$ cat config.mk
export PLATFORM = sky130hd
export DESIGN_NAME = alu_packet_ctrl
export DESIGN_NICKNAME = d
export VERILOG_FILES = /design/src/rtl/alu_ctrl_pkg.sv /design/src/rtl/alu_ctrl_resp_ser.sv /design/src/rtl/alu_packet_ctrl.sv
export SDC_FILE = /design/constraint.sdc
export NUM_CORES = 1
export LEC_CHECK = 0
export ABC_CLOCK_PERIOD_IN_PS = 7410
export CORE_AREA = 2 2 235 145
export CTS_CLUSTER_DIAMETER = 80
export DETAILED_ROUTE_END_ITERATION = 10
export DIE_AREA = 0 0 237 147
export HOLD_SLACK_MARGIN = 0.15
export PLACE_DENSITY = 0.54
export SYNTH_ARGS = -nofsm -noshare
export SYNTH_HDL_FRONTEND = slang
export SYNTH_SLANG_ARGS = --single-unit
$ cat constraint.sdc
create_clock -name clk_i -period 7.41 [get_ports clk_i]
set_clock_uncertainty 0.2 [all_clocks]
set_input_delay 1.482 -clock clk_i [delete_from_list [all_inputs] [get_ports clk_i]]
set_output_delay 1.482 -clock clk_i [all_outputs]
set_load 0.05 [all_outputs]
$ cat src/rtl/alu_ctrl_pkg.sv
// alu_ctrl_pkg: opcodes, ALU op encoding and sequencer states shared by alu_packet_ctrl.
package alu_ctrl_pkg;
   localparam logic [7:0] OP_ECHO = 8'hEC;
   localparam logic [7:0] OP_ADD  = 8'hA0;
   localparam logic [7:0] OP_MUL  = 8'hA1;
   localparam logic [7:0] OP_DIV  = 8'hA2;
   localparam int HDR_BYTES = 4;
   typedef enum logic [1:0] {ALU_ADD = 2'd0, ALU_MUL = 2'd1, ALU_DIV = 2'd2} alu_op_t;
   typedef enum logic [3:0] {
      IDLE, HDR_RSV, HDR_LSB, HDR_MSB, ECHO, OPND, ALU_REQ, ALU_WAIT, DRAIN, RESP
   } ctrl_state_t;
endpackage

$ cat src/rtl/alu_ctrl_resp_ser.sv
// alu_ctrl_resp_ser: loads up to 64 bits with a byte count and emits them LSB-first on a valid/ready byte stream.
module alu_ctrl_resp_ser (
   input  logic        clk_i,
   input  logic        rst_i,
   input  logic        load_i,
   input  logic [63:0] data_i,
   input  logic [3:0]  cnt_i,
   output logic [7:0]  tx_data_o,
   output logic        tx_valid_o,
   input  logic        tx_ready_i,
   output logic        last_o
);
   logic [63:0] sr;
   logic [3:0]  cnt;
   assign tx_data_o  = sr[7:0];
   assign tx_valid_o = cnt != 4'd0;
   assign last_o     = tx_valid_o && tx_ready_i && cnt == 4'd1;
   always_ff @(posedge clk_i or posedge rst_i) begin
      if (rst_i) begin
         sr  <= '0;
         cnt <= '0;
      end else if (load_i) begin
         sr  <= data_i;
         cnt <= cnt_i;
      end else if (tx_valid_o && tx_ready_i) begin
         sr  <= sr >> 8;
         cnt <= cnt - 4'd1;
      end
   end
endmodule

$ cat src/rtl/alu_packet_ctrl.sv
// alu_packet_ctrl: parses host packets, sequences 32-bit ALU ops and returns results over the byte stream.
// Optional ALU_CTRL_TIMEOUT_EN aborts a stalled partial packet after TIMEOUT_CYCLES idle cycles.
module alu_packet_ctrl #(
   parameter int TIMEOUT_CYCLES = 50000
) (
   input  logic        clk_i,
   input  logic        rst_i,
   input  logic [7:0]  rx_data_i,
   input  logic        rx_valid_i,
   output logic        rx_ready_o,
   output logic [7:0]  tx_data_o,
   output logic        tx_valid_o,
   input  logic        tx_ready_i,
   output logic [1:0]  alu_op_o,
   output logic [31:0] alu_a_o,
   output logic [31:0] alu_b_o,
   output logic        alu_valid_o,
   input  logic        alu_ready_i,
   input  logic        alu_done_i,
   input  logic [63:0] alu_result_i,
   output logic        busy_o,
   output logic [7:0]  err_count_o
);
   import alu_ctrl_pkg::*;
   ctrl_state_t state, nxt;
   logic [7:0]  opc, len_lo, echo_d, err_q, ser_d;
   logic [15:0] rem, len, pay;
   logic [1:0]  bi, nop, alu_op_q;
   logic [31:0] opnd, full;
   logic [63:0] acc;
   logic rdy_q, echo_v, resp_ld, rx_hs, is_math, is_div, op_done, need_alu, err_inc, timeout;
   logic ser_v, ser_last;

   if (TIMEOUT_CYCLES < 2) begin : g_bad_timeout
      $error("TIMEOUT_CYCLES must be at least 2");
   end

   // Echo accepts only while payload remains so the next header waits for IDLE.
   assign rx_ready_o  = state == ECHO ? rem != 16'd0 && (!echo_v || tx_ready_i) : rdy_q;
   assign rx_hs       = rx_valid_i && rx_ready_o;
   assign is_div      = opc == OP_DIV;
   assign is_math     = opc == OP_ADD || opc == OP_MUL || is_div;
   assign len         = {rx_data_i, len_lo};
   assign pay         = len < 16'(HDR_BYTES) ? 16'd0 : len - 16'(HDR_BYTES);
   assign full        = {rx_data_i, opnd[31:8]};
   assign op_done     = bi == 2'd3;
   assign need_alu    = op_done && nop != 2'd0 && !(is_div && nop == 2'd2);
   assign tx_valid_o  = echo_v || ser_v;
   assign tx_data_o   = echo_v ? echo_d : ser_d;
   assign alu_valid_o = state == ALU_REQ;
   assign alu_op_o    = alu_op_q;
   assign alu_a_o     = is_div ? acc[63:32] : acc[31:0];
   assign alu_b_o     = opnd;
   assign busy_o      = state != IDLE;
   assign err_count_o = err_q;

`ifdef ALU_CTRL_TIMEOUT_EN
   logic [31:0] tcnt;
   logic        tcount;
   assign tcount  = state inside {HDR_RSV, HDR_LSB, HDR_MSB, OPND, DRAIN, ECHO};
   assign timeout = tcount && !rx_hs && tcnt == 32'(TIMEOUT_CYCLES - 1);
   always_ff @(posedge clk_i or posedge rst_i) begin
      if (rst_i) tcnt <= '0;
      else tcnt <= (rx_hs || !tcount || timeout) ? 32'd0 : tcnt + 32'd1;
   end
`else
   assign timeout = 1'b0;
`endif

   always_comb begin
      nxt     = state;
      err_inc = 1'b0;
      case (state)
         IDLE:     if (rx_hs) nxt = HDR_RSV;
         HDR_RSV:  if (rx_hs) nxt = HDR_LSB;
         HDR_LSB:  if (rx_hs) nxt = HDR_MSB;
         HDR_MSB:  if (rx_hs) begin
            err_inc = opc != OP_ECHO && !is_math;
            if (pay == 16'd0) nxt = is_math ? RESP : IDLE;
            else if (opc == OP_ECHO) nxt = ECHO;
            else nxt = is_math ? OPND : DRAIN;
         end
         ECHO:     if (echo_v && tx_ready_i && rem == 16'd0) nxt = IDLE;
         OPND:     if (rx_hs) nxt = need_alu ? ALU_REQ : rem == 16'd1 ? RESP : OPND;
         ALU_REQ:  if (alu_ready_i) nxt = ALU_WAIT;
         ALU_WAIT: if (alu_done_i) nxt = rem == 16'd0 ? RESP : OPND;
         DRAIN:    if (rx_hs && rem == 16'd1) nxt = IDLE;
         RESP:     if (ser_last) nxt = IDLE;
         default:  nxt = IDLE;
      endcase
      if (timeout) begin
         nxt     = IDLE;
         err_inc = 1'b1;
      end
   end

   // DIV keeps {remainder, quotient}; the low word starts as all-ones so a missing divisor reads back as 0xFFFFFFFF.
   always_ff @(posedge clk_i or posedge rst_i) begin
      if (rst_i) begin
         state    <= IDLE;
         rdy_q    <= 1'b0;
         resp_ld  <= 1'b0;
         err_q    <= '0;
         echo_v   <= 1'b0;
         echo_d   <= '0;
         opc      <= '0;
         len_lo   <= '0;
         rem      <= '0;
         bi       <= '0;
         nop      <= '0;
         opnd     <= '0;
         acc      <= '0;
         alu_op_q <= '0;
      end else begin
         state   <= nxt;
         rdy_q   <= nxt inside {IDLE, HDR_RSV, HDR_LSB, HDR_MSB, OPND, DRAIN};
         resp_ld <= state == RESP;
         if (err_inc && err_q != 8'hFF) err_q <= err_q + 8'd1;
         if ((echo_v && tx_ready_i) || timeout) echo_v <= 1'b0;
         if (rx_hs) begin
            case (state)
               IDLE:    opc <= rx_data_i;
               HDR_LSB: len_lo <= rx_data_i;
               HDR_MSB: begin
                  rem <= pay;
                  bi  <= '0;
                  nop <= '0;
                  acc <= is_div && pay != 16'd0 ? {32'd0, 32'hFFFF_FFFF} : 64'd0;
                  if (is_math) alu_op_q <= opc[1:0];
               end
               ECHO: begin
                  echo_d <= rx_data_i;
                  echo_v <= 1'b1;
                  rem    <= rem - 16'd1;
               end
               OPND: begin
                  rem  <= rem - 16'd1;
                  bi   <= bi + 2'd1;
                  opnd <= full;
                  if (op_done && nop == 2'd0) acc <= is_div ? {full, 32'hFFFF_FFFF} : {32'd0, full};
                  if (op_done && nop != 2'd2) nop <= nop + 2'd1;
               end
               DRAIN:   rem <= rem - 16'd1;
               default: ;
            endcase
         end
         if (state == ALU_WAIT && alu_done_i) acc <= is_div ? alu_result_i : {32'd0, alu_result_i[31:0]};
      end
   end

   alu_ctrl_resp_ser u_ser (
      .clk_i      (clk_i),
      .rst_i      (rst_i),
      .load_i     (state == RESP && !resp_ld),
      .data_i     (acc),
      .cnt_i      (is_div ? 4'd8 : 4'd4),
      .tx_data_o  (ser_d),
      .tx_valid_o (ser_v),
      .tx_ready_i (tx_ready_i),
      .last_o     (ser_last)
   );
endmodule

* Yosys cells after proc, flatten, opt, wreduce, memory -nomap -nowiden *
Index checks and enable logic that the tools add are counted.
Widths: inputs -> output; s select.

operators by class
  add/subtract/negate cells = 6
  order comparisons = 1
  equal/unequal tests = 27
  multiplexer cells = 43
  reduce and logical (&&, ||, !) cells = 51

operator list
  kind                   count
  $mux 64                7
  $pmux 64 s2            1
  $mux 4                 20
  $mux 32                2
  $pmux 4 s10            1
  $eq 8x8->1 const B     4
  $logic_not 16->1       2
  $pmux 16 s2            1
  $reduce_bool 16->1     2
  $eq 4x3->1 const B     5
  $logic_and 1x1->1      17
  $eq 16x1->1 const B    1
  $eq 4x2->1 const B     4
  $lt 16x3->1 const B    1
  $mux 16                1
  $ne 8x8->1 const B     2
  $sub 16x1->16 const B  1
  $sub 16x3->16 const B  1
  $eq 4x1->1 const B     3
  $eq 4x4->1 const B     3
  $reduce_and 2->1       6
  $reduce_bool 2->1      5
  $reduce_and 3->1       3
  $add 8x1->8 const B    1
  17 further kinds       34

storage, ports and cells
  bits in registers = 225

* Depth between registers and ports, before layout *
Gate-level depths: netlist of the first run.

  depth in word-level cells = 10
  depth in mapped cells = 12
  depth with buffers taken out = 10

* By module *
Synthesis of the first run repeated with hierarchy kept, for this count alone.

unflattened totals
  cells, all modules = 1261
  area total of the unflattened synthesis = 11861.4 µm²

modules (own cells, without submodules)
  module             instances  cells an instance  area an instance (µm²)
  alu_packet_ctrl    1          889                8333.0
  alu_ctrl_resp_ser  1          372                3528.4

* Worst setup path before layout of the first run *
No wires, ideal clock.

  path type = input -> output
  from = input tx_ready_i
  to = output rx_ready_o
  data arrival time = 2.443 ns
  path slack = 3.285 ns
  stages = 3
  path through = nand2b_1 > nand2_1 > o22ai_1

between the ends
  longest elaborated chain between the ends = 3

RTL lines
  element            line                   source
  start, declared    alu_packet_ctrl.sv:13  input logic tx_ready_i,
  $logic_or 1x1->1   alu_packet_ctrl.sv:39  assign rx_ready_o = state == ECHO ? rem != 16'd0 && (!echo_v || tx_ready_i) : rdy_q;
  $logic_and 1x1->1  alu_packet_ctrl.sv:39
  $mux 1             alu_packet_ctrl.sv:39
  end, declared      alu_packet_ctrl.sv:10  output logic rx_ready_o,

Every way passes these cells.

* Worst setup path after layout of the first run *
  from = register opc[2]
  to = output alu_a_o[9]

between the ends
  longest elaborated chain between the ends = 2

RTL lines
  element                 line                    source
  start, declared         alu_packet_ctrl.sv:26   logic [7:0] opc, len_lo, echo_d, err_q, ser_d;
  start signal, assigned  alu_packet_ctrl.sv:122  IDLE: opc <= rx_data_i;
  $eq 8x8->1              alu_packet_ctrl.sv:41   assign is_div = opc == OP_DIV;
  $mux 32                 alu_packet_ctrl.sv:52   assign alu_a_o = is_div ? acc[63:32] : acc[31:0];
  end, declared           alu_packet_ctrl.sv:15   output logic [31:0] alu_a_o,

Every way passes these cells.

==> impl_metrics.toml, run 1 <==
[route]
wl_mm = 39.8
ant_nets = 0
vias = 9626
vias_per_cell = 5.54
drtPass1Iterations = 5
wl_per_cell_um = 22.9
drc = 0
drtIter0Drc = 962

[yosys]
synth_edf_count = 0
async_reset_ff_frac = 1.00
synth_area_leader_cell = "dfrtp_1"
synth_cell_types = 62
netlist_area_um2 = 11300
synth_area_leaders = "dfrtp_1 (50%), nand2_1 (7.3%), mux2_2 (6.5%), mux2i_1 (5.2%), o21ai_0 (3.9%)"
yosysSeqAreaShare = 0.499
netlist_instances = 1168
synth.net_count = 1255
yosysWarningCount = 0
ys_seq_elements = 225
synth_top_area_frac = 0.499
ys.flop_type = "dfrtp_1"
syn_avg_cell_area_um2 = 9.66

[clocking]
clk_path_buf_depth = 3
cts.sinks = 225
postCtsHoldBufs = 0
cts_buffers = 25
postCtsResizedCells = 0
worstSkewPairLatency_ps = 540
root_buffer = "clkbuf_16"
post_cts_buffers = 0
cts_tree = "built"
clkSlewWorstSetupHoldPaths_ps = 60
htreeDepth = 1

[final_layout]
multi_input_area_um2 = 5270
n_fill_cell = 3152
fin_area_um2 = 14100
seqCellArea_um2 = 5630
drive_gt1_frac = 0.104
areaGrowthSynthToFinish_pct = 25.1
nNetsFinal = 1372
layout.cells.non_filler = 1736

[timing]
whs_ps = 293
finalCriticalPeriod_ps = 5320
worst_slew_pin_slew_ps = 1080
period_share = 0.718
fin_ws_ps = 2090
fin_setup_tns_ps = 0
setup_viol = 0
slew_headroom = 0.270
rsz0062_at_grt = "false"
slew_viol_final = 0
hold_viol = 0
max_freq_mhz = 188

[floorplan]
dieHeight_um = 147
ios = 164
die_x_um = 237
rows = 52
start_util = 0.344
dieArea_um2 = 34800
coreArea_um2 = 32900

[grt]
antenna_found_initial = 1
use_met2 = 0.301
grt_max_degree = 132
grt-busiest-layer = "met1"
grt_remaining_overflow = 0
met1_usage = 0.358
grt_use_met3 = 0.0588
first_global_vias = 9164
grt.total_usage = 0.228
grt_pass1_wl_mm = 59.8

[min_path]
hp-class = "register to register"

[worst_setup_path]
crit_required_ps = 5730
cp.arrival_ps = 3640
crit_fanout = 38
end_kind = "output pin"
startpoint_type = "register"
crit_type = "register to output pin"
reg2reg_setup_slack_ps = 3270

[placement]
gp_congestion = 0.919
io_buffers = 163
placed_area_um2 = 13300
post-place-ws_ps = 1900
dpl.cell_count = 1690
dp_hpwl_mm = 28.7

[power]
leakagePower_nw = 6.10
power_density_nw_per_um2 = 371
peakVddDrop_mv = 0.252

[job]
cap_viol_max_count = 0

[run_status]
status = "finished, final reports clean"
cells by family (layout without fill, tap and decap cells):
group,count (synthesis),after routing,synth area share
compound gates,324,324,0.176
xor+xnor,18,18,0.0140
fa+ha+maj,9,9,0.00998
buf+inv,102,237,0.0369
flops,225,225,0.499
mux,124,124,0.117
other cells,0,1,0
simple gates,366,366,0.147
cell usage in the layout (no fill, tap or decap), drive strengths merged, types with 18 or more instances in the layout:
cell             n
nor2            45
clkbuf          39
nand3           23
mux2            65
dfrtp          225
nor3            18
o22ai           69
mux2i           59
clkdlybuf4s50  163
nand2          220
a22o            42
o21ai           90
a21oi           88
worst max-delay path, stage by stage (launching register included):
cell	delay, ps
dfrtp_1	400
nor3_1	340
and3_2	730
buf_4	540
nand2_1	120
nand2_1	140
clkdlybuf4s50_1	820
area by class of cell:
type,count,area share
flip-flops and latches,225,0.399
multi-input cells,841,0.373
repair buffers,176,0.124
clock buffers,39,0.0551
well taps,432,0.0383
clock inverters,6,0.00611
inverters,16,0.00452
diodes,1,0.000177
synth_stat cells, types with 3 or more instances:
cell type  count
nand4_1        4
nand3_1       23
a31oi_1        5
nor4_1         7
and3_1         8
nand2_1      220
xor2_1         9
nand4b_1       4
dfrtp_1      225
ha_1           9
nor3_1        17
clkbuf_1      69
a22o_1        42
o22ai_1       68
xnor2_1        9
and2_1         3
nor2b_1        4
buf_1          5
o22a_1         3
o21a_1         5
a21oi_1       87
buf_2          9
nor3b_1        3
nand2b_1       8
o21ai_0       88
mux2i_1       59
nor2_1        43
buf_6          3
inv_1         16
mux2_2        65
or3_1          4
a21boi_0       3
report_power, final:
part	internal [mW]	switching (mW)	total, mW
Sequential	1.53	0.409	1.94
Combinational	0.723	1.27	1.99
Clock	0.789	0.515	1.30
per-layer routing:
layer | up-vias | wire [um] | share of wire
met5 | - | 0 | 0
met4 | 0 | 1120 | 0.028
met3 | 52 | 3350 | 0.084
met2 | 405 | 15600 | 0.39
met1 | 4733 | 19700 | 0.49
li1 | 4436 | - | -
final timing paths:
check,from,endpoint,cells past startpoint
worst max-delay path,opc[2],alu_a_o[9],6
worst max register to register,len_lo[2],acc[5],10
min in group asynchronous,rst_i,err_count_o[3],2
worst min-delay path,nop[0],nop[0],1
worst min register to register,nop[0],nop[0],1
max in group asynchronous,rst_i,u_ser.sr[42],3
per-stage QoR:
step,util,power [mW]
after global routing,0.430,5.50
final,0.430,5.24
after CTS,0.430,5.25
after detailed placement,0.404,3.93
after floorplan,-,3.17
after global placement,0.404,3.92
flip-flops by register name (all words and copies together), names as in the netlist, 2 cells and up:
name / flops
acc: 64
u_ser.sr: 64
alu_b_o: 32
rem: 16
echo_d: 8
err_count_o: 8
len_lo: 8
opc: 8
state: 4
u_ser.cnt: 4
alu_op_o: 2
bi: 2
nop: 2
Power figures use the tool's default switching activity.
==> run 2: changes to the inputs <==
--- a/config.mk
+++ b/config.mk
@@ -5,13 +5,13 @@
 export SDC_FILE = /design/constraint.sdc
 export NUM_CORES = 1
 export LEC_CHECK = 0
-export ABC_CLOCK_PERIOD_IN_PS = 7410
+export ABC_CLOCK_PERIOD_IN_PS = 5570
 export CORE_AREA = 2 2 235 145
 export CTS_CLUSTER_DIAMETER = 80
 export DETAILED_ROUTE_END_ITERATION = 10
 export DIE_AREA = 0 0 237 147
 export HOLD_SLACK_MARGIN = 0.15
-export PLACE_DENSITY = 0.54
+export PLACE_DENSITY = 0.52
 export SYNTH_ARGS = -nofsm -noshare
 export SYNTH_HDL_FRONTEND = slang
 export SYNTH_SLANG_ARGS = --single-unit
==> constraint.sdc (replaced) <==
create_clock -name clk_i -period 5.57 [get_ports clk_i]
set_clock_uncertainty 0.2 [all_clocks]
set_input_delay 1.114 -clock clk_i [delete_from_list [all_inputs] [get_ports clk_i]]
set_output_delay 1.114 -clock clk_i [all_outputs]
set_load 0.05 [all_outputs]
==> impl_metrics.toml, run 2 (synthesis results as in run 1) <==
[route]
drc = 0
drtIter0Drc = 1017
drtPass1Iterations = 5
wl_mm = 40.4
ant_nets = 0
vias_per_cell = 5.60
vias = 9750
wl_per_cell_um = 23.2

[grt]
first_global_vias = 9143
grt_pass1_wl_mm = 60.5
antenna_found_initial = 2
grt_remaining_overflow = 0
grt_max_degree = 121
grt.total_usage = 0.230

[clocking]
htreeDepth = 1
worstSkewPairLatency_ps = 520
postCtsHoldBufs = 0
clk_path_buf_depth = 3
cts.sinks = 225
root_buffer = "clkbuf_16"
cts_buffers = 24
clkSlewWorstSetupHoldPaths_ps = 60
cts_tree = "built"
post_cts_buffers = 0
postCtsResizedCells = 0

[floorplan]
die_x_um = 237
rows = 52
dieArea_um2 = 34800
coreArea_um2 = 32900
start_util = 0.344
dieHeight_um = 147
ios = 164

[worst_setup_path]
crit_required_ps = 4260
crit_fanout = 64
end_kind = "output pin"
crit_type = "register to output pin"
crit_family = "buffers and inverters"
cp_slowest_cell = "clkdlybuf4s50_1"
slowest_delay_ps = 850
cp.arrival_ps = 3110
cp_common_cell = "nand2_1"
startpoint_type = "register"
critPathBufInv = 2
crit_chain = "nor3_1 -> and3_2 -> buf_12 -> nand2_1 -> nand2_1 -> clkdlybuf4s50_1"

[timing]
period_share = 0.795
slew_headroom = 0.285
finalCriticalPeriod_ps = 4430
slew_viol_final = 0
worst_slew_pin_slew_ps = 1070
fin_setup_tns_ps = 0
fin_ws_ps = 1140
max_freq_mhz = 226
hold_viol = 0
rsz0062_at_grt = "false"
setup_viol = 0

[final_layout]
layout_commonest_cell = "dfrtp_1"
drive_gt1_frac = 0.108
nNetsFinal = 1381
n_fill_cell = 3125
areaGrowthSynthToFinish_pct = 25.5
mostFrequentLayoutCells = "dfrtp_1 (225), nand2_1 (220), clkdlybuf4s50_1 (163)"
diodes = 0

[min_path]
hp-class = "register to register"

[power]
leakagePower_nw = 6.13
p_sw_frac = 0.419
internal-power_mw = 4.01
power_density_nw_per_um2 = 487
p_seq_frac = 0.374
power_frac_clock = 0.242
peakVddDrop_mv = 0.207
p_comb_frac = 0.384
p_switching_mw = 2.89

[run_status]
status = "finished, final reports clean"

[placement]
dp_hpwl_mm = 29.5
gp_congestion = 0.881
post-place-ws_ps = 827
io_buffers = 163

[job]
cap_viol_max_count = 0
## run 2: cell types whose count changed in the layout (fill, tap and decap cells not counted)
| cell | before | now |
|---|---|---|
| diode_2 | 1 | 0 |
| inv_6 | 1 | 0 |
| clkbuf_1 | 4 | 5 |
| buf_12 | 2 | 3 |
| clkbuf_8 | 10 | 7 |
| buf_4 | 11 | 20 |
## run 2: area by class of cell
type                            instances  area (um^2)  area share
Clock buffer                           37          741      0.0523
Clock inverter                          5         77.6     0.00548
Inverter                               16         63.8     0.00450
Multi-Input combinational cell        841         5270       0.372
Sequential cell                       225         5630       0.397
Tap cell                              432          541      0.0382
Timing Repair Buffer                  186         1840       0.130
## run 2: power groups by stage
stage	registers [mW]	clock network, mW	logic (mW)
finish	2.58	1.67	2.65
global placement	2.59	0	2.64
floorplan	2.49	0	1.73
CTS	2.56	1.70	2.65
detailed placement	2.59	0	2.64
global route	2.63	1.77	2.85
## run 2: worst paths after layout
path,from,end,slack (ps),cells past startpoint
worst max register to register,len_lo[2],acc[24],1790,11
worst min register to register,nop[0],nop[0],300,1
max in group asynchronous,rst_i,u_ser.sr[52],3670,3
min in group asynchronous,rst_i,state[1],920,3
worst max-delay path,opc[2],alu_a_o[6],1140,6
worst min-delay path,nop[0],nop[0],300,1
## run 2: worst register-to-register path, delay by kind of cell, from the launching register on
family / cells / cell delay [ps]
buffers and inverters: 2 / 500
flip-flops: 1 / 470
AND/OR/NAND/NOR: 4 / 1400
AO/OA/AOI/OAI: 4 / 860
adder cells (fa/ha/maj): 1 / 230
## run 2: metal layers
| layer | GRT usage | part of all wire |
|---|---|---|
| met1 | 0.383 | 0.52 |
| met2 | 0.298 | 0.38 |
| met3 | 0.0398 | 0.071 |
| met4 | 0.0541 | 0.024 |
| met5 | 0 | 0 |
## run 2: metrics by stage
step | hold slack (ps) | power [mW] | util | cell area [um^2] | cells
after floorplan | 259 | 4.22 | - | 11300 | 1168
after global placement | 281 | 5.24 | 0.406 | 13300 | 1700
after detailed placement | 288 | 5.23 | 0.406 | 13300 | 1700
after CTS | 297 | 6.92 | 0.431 | 14200 | 1742
after global routing | 313 | 7.26 | 0.431 | 14200 | 1742
final | 296 | 6.90 | 0.431 | 14200 | 1742
